## config.mk

```make
export PLATFORM = sky130hd
export DESIGN_NAME = uart_fifo_sched_flat
export DESIGN_NICKNAME = d
export VERILOG_FILES = /design/src/rtl/uart_sched_pkg.sv /design/src/rtl/uart_fifo_sched_if.sv /design/src/rtl/uart_fifo_sched_rr_arb.sv /design/src/rtl/uart_fifo_sched.sv /design/src/flat_wrapper.sv
export SDC_FILE = /design/constraint.sdc
export NUM_CORES = 1
export LEC_CHECK = 0
export BUFFER_PORTS_ARGS = -buffer_cell sky130_fd_sc_hd__buf_2
export CORE_MARGIN = 1.5
export CORE_UTILIZATION = 45
export CTS_CLUSTER_SIZE = 28
export DETAILED_ROUTE_END_ITERATION = 6
export MAX_ROUTING_LAYER = met4
export PLACE_DENSITY_LB_ADDON = 0.25
export SKIP_CTS_REPAIR_TIMING = 1
export SLEW_MARGIN = 20
export SYNTH_ARGS = -nofsm -noshare
export SYNTH_HDL_FRONTEND = slang
export SYNTH_SLANG_ARGS = --single-unit
```

## constraint.sdc

```tcl
create_clock -name clk -period 3.55 [get_ports clk]
set_clock_uncertainty 0.15 [all_clocks]
set_input_delay 0.355 -clock clk [delete_from_list [all_inputs] [get_ports clk]]
set_output_delay 0.355 -clock clk [all_outputs]
set_load 0.005 [all_outputs]
```

## src/rtl/uart_sched_pkg.sv

```systemverilog
// Shared types and helpers for the UART TX FIFO scheduler.
// Optional build macro: UART_SCHED_PRIO_EN (requester 0 gets strict priority).
package uart_sched_pkg;

    localparam int unsigned NREQ_DEF  = 2;
    localparam int unsigned DEPTH_DEF = 4;
    localparam int unsigned MAX_NREQ  = 8;
    localparam int unsigned MAX_ID_W  = 3;
    localparam int unsigned LVL_W     = $clog2(DEPTH_DEF);
    localparam int unsigned ID_W      = (NREQ_DEF > 1) ? $clog2(NREQ_DEF) : 1;

    typedef enum logic [1:0] {
        ST_IDLE = 2'd0,
        ST_POP  = 2'd1,
        ST_SEND = 2'd2,
        ST_HOLD = 2'd3
    } state_t;

    typedef struct packed {
        logic                found;
        logic [MAX_ID_W-1:0] idx;
    } pick_t;

    // First asserted valid bit at or after ptr, wrapping within n requesters.
    function automatic pick_t rr_pick(input logic [MAX_NREQ-1:0] valid,
                                      input logic [MAX_ID_W-1:0] ptr,
                                      input int unsigned         n);
        pick_t               p;
        int unsigned         j;
        logic [MAX_ID_W-1:0] ji;
        p = '0;
        for (int unsigned k = 0; k < MAX_NREQ; k++) begin
            j = 32'(ptr) + k;
            if (j >= n) j = j - n;
            ji = MAX_ID_W'(j);
            if ((k < n) && !p.found && valid[ji]) begin
                p.found = 1'b1;
                p.idx   = ji;
            end
        end
        return p;
    endfunction

endpackage

```

## src/rtl/uart_fifo_sched_if.sv

```systemverilog
// Bundle of requester, FIFO, TX-core and interrupt signals around the scheduler.
// master = scheduler side, slave = producers/FIFO/TX environment.
interface uart_fifo_sched_if #(
    parameter int unsigned NREQ       = 2,
    parameter int unsigned DEPTH      = 4,
    parameter int unsigned DATA_WIDTH = 8
);
    localparam int unsigned LVL_W = $clog2(DEPTH);
    localparam int unsigned ID_W  = (NREQ > 1) ? $clog2(NREQ) : 1;

    logic [NREQ-1:0]            req_valid;
    logic [NREQ*DATA_WIDTH-1:0] req_data;
    logic [NREQ-1:0]            req_ready;
    logic                       fifo_w_en;
    logic [DATA_WIDTH-1:0]      fifo_data_in;
    logic                       fifo_full;
    logic                       fifo_empty;
    logic                       fifo_r_en;
    logic [DATA_WIDTH-1:0]      fifo_data_out;
    logic                       tx_start;
    logic [DATA_WIDTH-1:0]      tx_data;
    logic                       tx_busy;
    logic                       irq_clr;
    logic                       irq;
    logic [LVL_W-1:0]           level;
    logic [ID_W-1:0]            grant_id;

    modport master (
        input  req_valid, req_data, fifo_full, fifo_empty, fifo_data_out, tx_busy, irq_clr,
        output req_ready, fifo_w_en, fifo_data_in, fifo_r_en, tx_start, tx_data, irq, level, grant_id
    );

    modport slave (
        output req_valid, req_data, fifo_full, fifo_empty, fifo_data_out, tx_busy, irq_clr,
        input  req_ready, fifo_w_en, fifo_data_in, fifo_r_en, tx_start, tx_data, irq, level, grant_id
    );
endinterface

```

## src/rtl/uart_fifo_sched_rr_arb.sv

```systemverilog
// Round-robin write-port arbiter: combinational pick, registered pointer.
// With UART_SCHED_PRIO_EN, requester 0 wins outright and the pointer skips 0.
module uart_rr_arb
    import uart_sched_pkg::*;
#(
    parameter int unsigned NREQ = 2
) (
    input  logic                clk,
    input  logic                rst,
    input  logic [NREQ-1:0]     i_valid,
    input  logic                i_en,
    output logic [NREQ-1:0]     o_grant,
    output logic [MAX_ID_W-1:0] o_idx,
    output logic                o_found
);
    logic [MAX_ID_W-1:0] r_rr_ptr;
    logic [MAX_NREQ-1:0] w_valid;
    logic [MAX_ID_W-1:0] w_ptr_nxt;
    pick_t               w_pick;

    // Pick the winner and the pointer that follows it.
    always_comb begin
        w_valid = MAX_NREQ'(i_valid);
`ifdef UART_SCHED_PRIO_EN
        if (i_valid[0]) begin
            w_pick.found = 1'b1;
            w_pick.idx   = '0;
        end else begin
            w_pick = rr_pick(w_valid & ~MAX_NREQ'(1), r_rr_ptr, NREQ);
        end
`else
        w_pick = rr_pick(w_valid, r_rr_ptr, NREQ);
`endif
        w_ptr_nxt = (w_pick.idx == MAX_ID_W'(NREQ - 1)) ? '0 : w_pick.idx + MAX_ID_W'(1);
`ifdef UART_SCHED_PRIO_EN
        if (w_ptr_nxt == '0) w_ptr_nxt = MAX_ID_W'(1);
`endif
    end

    assign o_found = i_en && w_pick.found;
    assign o_idx   = w_pick.idx;
    assign o_grant = o_found ? (NREQ'(1) << w_pick.idx) : '0;

    // Advance past the winner only when a transfer actually happens.
    always_ff @(posedge clk or posedge rst) begin
        if (rst) begin
            r_rr_ptr <= '0;
        end else if (o_found) begin
`ifdef UART_SCHED_PRIO_EN
            if (w_pick.idx != '0) r_rr_ptr <= w_ptr_nxt;
`else
            r_rr_ptr <= w_ptr_nxt;
`endif
        end
    end
endmodule

```

## src/rtl/uart_fifo_sched.sv

```systemverilog
// UART TX FIFO scheduler: arbitrates FIFO writes, drains FIFO into the TX core,
// tracks occupancy and raises a sticky watermark irq.
// Optional build macro: UART_SCHED_PRIO_EN (see uart_rr_arb).
// fifo_data_out is expected to present the head entry; it is sampled during POP.
module uart_fifo_sched
    import uart_sched_pkg::*;
#(
    parameter int unsigned NREQ       = 2,
    parameter int unsigned DEPTH      = 4,
    parameter int unsigned DATA_WIDTH = 8,
    parameter int unsigned IRQ_LEVEL  = 2
) (
    input logic            clk,
    input logic            rst,
    uart_fifo_sched_if.master bus
);
    localparam int unsigned LVL_WIDTH = $clog2(DEPTH);
    localparam int unsigned ID_WIDTH  = (NREQ > 1) ? $clog2(NREQ) : 1;

    state_t                r_state, w_state_nxt;
    logic [LVL_WIDTH-1:0]  r_level;
    logic                  r_irq;
    logic [ID_WIDTH-1:0]   r_grant_id;
    logic                  r_fifo_r_en;
    logic                  r_tx_start;
    logic [DATA_WIDTH-1:0] r_tx_data;

    logic                  w_wr_allow;
    logic                  w_wr;
    logic [NREQ-1:0]       w_grant;
    logic [MAX_ID_W-1:0]   w_idx;
    logic [DATA_WIDTH-1:0] w_wr_data;

    // Writes are blocked while popping, when full, or at capacity.
    assign w_wr_allow = !rst && !bus.fifo_full && (r_state != ST_POP)
                        && (r_level < LVL_WIDTH'(DEPTH - 1));

    uart_rr_arb #(.NREQ(NREQ)) u_arb (
        .clk     (clk),
        .rst     (rst),
        .i_valid (bus.req_valid),
        .i_en    (w_wr_allow),
        .o_grant (w_grant),
        .o_idx   (w_idx),
        .o_found (w_wr)
    );

    // Route the granted requester's byte to the FIFO.
    always_comb begin
        w_wr_data = '0;
        for (int i = 0; i < int'(NREQ); i++) begin
            if (w_grant[i]) w_wr_data = bus.req_data[i*DATA_WIDTH +: DATA_WIDTH];
        end
    end

    assign bus.req_ready    = w_grant;
    assign bus.fifo_w_en    = w_wr;
    assign bus.fifo_data_in = w_wr_data;
    assign bus.fifo_r_en    = r_fifo_r_en;
    assign bus.tx_start     = r_tx_start;
    assign bus.tx_data      = r_tx_data;
    assign bus.irq          = r_irq;
    assign bus.level        = r_level;
    assign bus.grant_id     = r_grant_id;

    // Drain FSM state register.
    always_ff @(posedge clk or posedge rst) begin
        if (rst) r_state <= ST_IDLE;
        else     r_state <= w_state_nxt;
    end

    // Drain FSM next state; waits in IDLE if level and fifo_empty disagree.
    always_comb begin
        w_state_nxt = r_state;
        case (r_state)
            ST_IDLE: if ((r_level != '0) && !bus.fifo_empty && !bus.tx_busy) w_state_nxt = ST_POP;
            ST_POP:  w_state_nxt = ST_SEND;
            ST_SEND: w_state_nxt = ST_HOLD;
            ST_HOLD: w_state_nxt = ST_IDLE;
            default: w_state_nxt = ST_IDLE;
        endcase
    end

    // Registered FIFO read enable, TX start pulse and captured TX byte.
    always_ff @(posedge clk or posedge rst) begin
        if (rst) begin
            r_fifo_r_en <= 1'b0;
            r_tx_start  <= 1'b0;
            r_tx_data   <= '0;
        end else begin
            r_fifo_r_en <= (w_state_nxt == ST_POP);
            r_tx_start  <= (w_state_nxt == ST_SEND);
            if (r_state == ST_POP) r_tx_data <= bus.fifo_data_out;
        end
    end

    // Occupancy, last grant and sticky watermark irq (set beats clear).
    always_ff @(posedge clk or posedge rst) begin
        if (rst) begin
            r_level    <= '0;
            r_irq      <= 1'b0;
            r_grant_id <= '0;
        end else begin
            if (w_wr) begin
                r_level    <= r_level + LVL_WIDTH'(1);
                r_grant_id <= ID_WIDTH'(w_idx);
            end else if (r_state == ST_POP) begin
                r_level <= r_level - LVL_WIDTH'(1);
            end
            if (w_wr && ((r_level + LVL_WIDTH'(1)) == LVL_WIDTH'(IRQ_LEVEL))) r_irq <= 1'b1;
            else if (bus.irq_clr)                                            r_irq <= 1'b0;
        end
    end
endmodule

```

## src/flat_wrapper.sv

```systemverilog
// flat-port wrapper written by rule: the top's interface ports become plain ports
module uart_fifo_sched_flat import uart_sched_pkg::*;
#(
    parameter int unsigned NREQ       = 2,
    parameter int unsigned DEPTH      = 4,
    parameter int unsigned DATA_WIDTH = 8,
    parameter int unsigned IRQ_LEVEL  = 2
)
  (clk, rst, bus_req_valid, bus_req_data, bus_fifo_full, bus_fifo_empty, bus_fifo_data_out, bus_tx_busy, bus_irq_clr, bus_req_ready, bus_fifo_w_en, bus_fifo_data_in, bus_fifo_r_en, bus_tx_start, bus_tx_data, bus_irq, bus_level, bus_grant_id);
  uart_fifo_sched_if #(.NREQ(NREQ), .DEPTH(DEPTH), .DATA_WIDTH(DATA_WIDTH)) bus_i ();
  input logic clk;
  input logic rst;
  input wire logic [$bits(bus_i.req_valid)-1:0] bus_req_valid;
  input wire logic [$bits(bus_i.req_data)-1:0] bus_req_data;
  input wire logic [$bits(bus_i.fifo_full)-1:0] bus_fifo_full;
  input wire logic [$bits(bus_i.fifo_empty)-1:0] bus_fifo_empty;
  input wire logic [$bits(bus_i.fifo_data_out)-1:0] bus_fifo_data_out;
  input wire logic [$bits(bus_i.tx_busy)-1:0] bus_tx_busy;
  input wire logic [$bits(bus_i.irq_clr)-1:0] bus_irq_clr;
  output wire logic [$bits(bus_i.req_ready)-1:0] bus_req_ready;
  output wire logic [$bits(bus_i.fifo_w_en)-1:0] bus_fifo_w_en;
  output wire logic [$bits(bus_i.fifo_data_in)-1:0] bus_fifo_data_in;
  output wire logic [$bits(bus_i.fifo_r_en)-1:0] bus_fifo_r_en;
  output wire logic [$bits(bus_i.tx_start)-1:0] bus_tx_start;
  output wire logic [$bits(bus_i.tx_data)-1:0] bus_tx_data;
  output wire logic [$bits(bus_i.irq)-1:0] bus_irq;
  output wire logic [$bits(bus_i.level)-1:0] bus_level;
  output wire logic [$bits(bus_i.grant_id)-1:0] bus_grant_id;
  assign bus_i.req_valid = bus_req_valid;
  assign bus_i.req_data = bus_req_data;
  assign bus_i.fifo_full = bus_fifo_full;
  assign bus_i.fifo_empty = bus_fifo_empty;
  assign bus_i.fifo_data_out = bus_fifo_data_out;
  assign bus_i.tx_busy = bus_tx_busy;
  assign bus_i.irq_clr = bus_irq_clr;
  assign bus_req_ready = bus_i.req_ready;
  assign bus_fifo_w_en = bus_i.fifo_w_en;
  assign bus_fifo_data_in = bus_i.fifo_data_in;
  assign bus_fifo_r_en = bus_i.fifo_r_en;
  assign bus_tx_start = bus_i.tx_start;
  assign bus_tx_data = bus_i.tx_data;
  assign bus_irq = bus_i.irq;
  assign bus_level = bus_i.level;
  assign bus_grant_id = bus_i.grant_id;
  uart_fifo_sched #(.NREQ(NREQ), .DEPTH(DEPTH), .DATA_WIDTH(DATA_WIDTH), .IRQ_LEVEL(IRQ_LEVEL)) u_core (.clk(clk), .rst(rst), .bus(bus_i));
endmodule
```

==> reports/qor.yml <==
run_status:
  run_status: "completed"
detailed_routing:
  firstDrtPassIters: 4
  vias: 1258
  ant_nets: 0
  drc: 0
  drt-vias-per-instance: 5.20
  routed_wirelength_um: 3040
  routedWlPerCell_um: 12.6
  drt_iter0_drc: 52
clock_tree:
  ctsLongestPathBuffers: 2
  tritoncts: "yes"
  clk_latency_ns: 0.30
  root_buffer: "clkbuf_4"
  cts_made_buffers: 3
  path_clk_slew_ns: 0.11
  cts_sinks: 19
  cts.htree.levels: 1
synth:
  synth.top_cells.by_area: "dfrtp_1 (34%), ha_1 (9.9%), mux2_2 (7.3%)"
  yosys_warnings: 0
  synthCells: 155
  syn_avg_cell_area_um2: 8.98
  ys_async_sr_fraction_pct: 100
  synth_top_area_cell: "dfrtp_1"
  synth_ff_type: "dfrtp_1"
  synth_top_area_share_pct: 34.1
  ys_types: 34
  synth_edf_count: 0
  synth_nets: 198
  netlist_area_um2: 1390
  ys_ff_latch: 19
  seq_area_frac_synth_pct: 34.1
floorplanning:
  rows: 20
  fp.dieW_um: 58.6
  start_util_pct: 46.4
  die_y_um: 58.6
  die_area_um2: 3440
  pin_count: 57
  core_area_um2: 3000
setup_path:
  cp-start-kind: "flop"
  r2r-start: "u_core.u_arb.r_rr_ptr[0]$_DFFE_PP0P_"
  crit_family: "buffers and inverters"
  r2r_end: "u_core.bus.level[1]$_DFFE_PP0P_"
  crit_path_max_fanout: 22
  path_class: "flop to output pin"
  r2r_cells: 7
  required_ns: 3.04
  cp.depth: 8
  endpoint: "bus_req_ready[1]"
  critPathLaunch: "u_core.u_arb.r_rr_ptr[0]$_DFFE_PP0P_"
  crit_path_end_kind: "output pin"
  cp.arrival_ns: 2.53
  crit_chain: "inv_1 -> ha_1 -> nor4b_1 -> o21ai_1 -> buf_4 -> mux2i_1 -> nor2_1 -> buf_2"
  cp_slowest_cell: "dfrtp_1"
  r2r_slack_ns: 0.95
  cpPeakStageDelay_ns: 0.57
  crit_buf_inv: 3
min_path:
  min_path_type: "input port to asynchronous set/reset pin"
sta:
  setup_tns_ns: 0
  final-hold-violation-count: 0
  min_period_ns: 3.04
  final-setup-viol-count: 0
  worst_slack_ns: 0.512
  hold_ws_ns: 0.0290
  fin_crit_sh_pct: 85.6
  drv_slew: 0
  max_freq_ghz: 0.329
  grt_setup_unrepaired: "no"
  worst_pin_slew_ns: 0.713
  slew-limit-headroom_pct: 52.4
power_and_ir_drop:
  p_seq_share_pct: 33.4
  p_leak_nw: 0.917
  powerDensity_nw_per_um2: 655
  p_sw_w: 0.000470
  power_frac_comb_pct: 57.0
  intPower_w: 0.000662
  clkPwrFrac_pct: 9.6
  switching_share_pct: 41.5
  vdd_drop_max_uv: 474
global_routing:
  grt-ovfl-total: 0
  grtUsageTotal_pct: 19.3
  grt_max_degree: 23
  grt_pass1_wl_um: 5090
  grt_pass1_vias: 1167
  antenna_found_initial: 0
placed_design:
  place_hpwl_um: 2400
  portBuffers: 56
  gp_congestion: 0.724
  dp_slack_ns: 0.860
layout:
  layout_commonest_cell: "buf_2"
  fin_nets: 253
  areaGrowthSynthToFinish_pct: 24.0
  mostFrequentLayoutCells: "buf_2 (56), nand2_1 (25), dfrtp_1 (19), inv_1 (13)"
  drive_gt1_share_pct: 37.3
  fillers: 278
  diodes: 0
job:
  max-cap-violations: 0
metrics by stage:
stage	cells	area [µm²]	power (W)	util (%)
finish	242	1730	0.00113	57.5
global route	242	1730	0.00124	57.5
CTS	242	1730	0.00115	57.5
detailed placement	238	1700	0.00104	56.6
global placement	238	1700	0.000997	56.6
floorplan	155	1390	0.000825	-
worst min path at each step:
| stage | start | to | slack [ns] | depth (start not counted) |
|---|---|---|---|---|
| 2_1_floorplan | rst | u_core.bus.fifo_r_en$_DFF_PP0_ | 0.16 | 1 |
| 3_3_place_gp | u_core.bus.tx_data[3]$_DFFE_PP0P_ | u_core.bus.tx_data[3]$_DFFE_PP0P_ | 0.34 | 1 |
| 3_5_place_dp | u_core.bus.tx_data[1]$_DFFE_PP0P_ | u_core.bus.tx_data[1]$_DFFE_PP0P_ | 0.34 | 1 |
| 4_1_cts | rst | u_core.bus.level[0]$_DFFE_PP0P_ | 0.05 | 2 |
| 5_1_grt | bus_irq_clr | u_core.bus.irq$_DFFE_PP0P_ | 0.06 | 2 |
| 6_report | rst | u_core.bus.fifo_r_en$_DFF_PP0_ | 0.03 | 2 |
cell usage after synthesis (2+ instances only):
| cell | n |
|---|---|
| nor2_1 | 4 |
| dfrtp_1 | 19 |
| ha_1 | 11 |
| inv_1 | 13 |
| nand2_1 | 25 |
| and2_1 | 11 |
| o21ai_0 | 2 |
| mux2_2 | 9 |
| clkbuf_1 | 5 |
| nor2b_1 | 9 |
| a21oi_1 | 4 |
| o22ai_1 | 2 |
| mux2i_1 | 2 |
| buf_2 | 3 |
| nand2b_1 | 2 |
| xnor2_1 | 2 |
| a211o_1 | 8 |
| o2111ai_1 | 8 |
per-layer routing:
layer / share of wire, % / global-route usage [%]
met5: 0 / -
met4: 0.43 / 2.27
met3: 3.4 / 3.96
met2: 53 / 35.0
met1: 43 / 22.8
kinds of logic (layout without fill, tap and decap cells):
group	count (synthesis)	count (layout)	share of synthesized area, %
multiplexers	12	12	9.79
XOR/XNOR	3	3	1.89
flip-flops	19	19	34.1
buffers and inverters	23	77	6.74
AND/OR/NAND/NOR	57	57	21.0
AO/OA/AOI/OAI	30	30	16.5
adder cells (fa/ha/maj)	11	11	9.88
power groups by stage:
stage / clock, W / sequential [W] / combinational [W]
after floorplan: 0 / 0.000376 / 0.000450
after global placement: 0 / 0.000373 / 0.000624
after detailed placement: 0 / 0.000385 / 0.000651
after CTS: 0.000113 / 0.000380 / 0.000654
after global routing: 0.000123 / 0.000395 / 0.000724
final: 0.000109 / 0.000378 / 0.000645
cell type report:
type / count / area [µm²] / area share, %
multi-input combinational: 113 / 823 / 47.7
sequential: 19 / 475 / 27.5
timing repair buffer: 60 / 310 / 18.0
inverter: 13 / 48.8 / 2.83
tap: 33 / 41.3 / 2.39
clock buffer: 3 / 22.5 / 1.30
clock inverter: 1 / 5.00 / 0.290
worst reg2reg max path, stage by stage, from the launching register on:
cell     delay [ns]
dfrtp_1        0.57
inv_1          0.30
ha_1           0.30
nor4b_1        0.32
o21ai_1        0.09
buf_4          0.21
o21a_2         0.26
mux2_4         0.30
flip-flops by register name, indices dropped and copies added, names as in the netlist:
signal                 flops
u_core.bus.tx_data         8
u_core.bus.tx_start        1
u_core.bus.fifo_r_en       1
u_core.bus.grant_id        1
u_core.bus.irq             1
u_core.bus.level           2
u_core.u_arb.r_rr_ptr      3
u_core.r_state             2
Power figures use the tool's default switching activity.
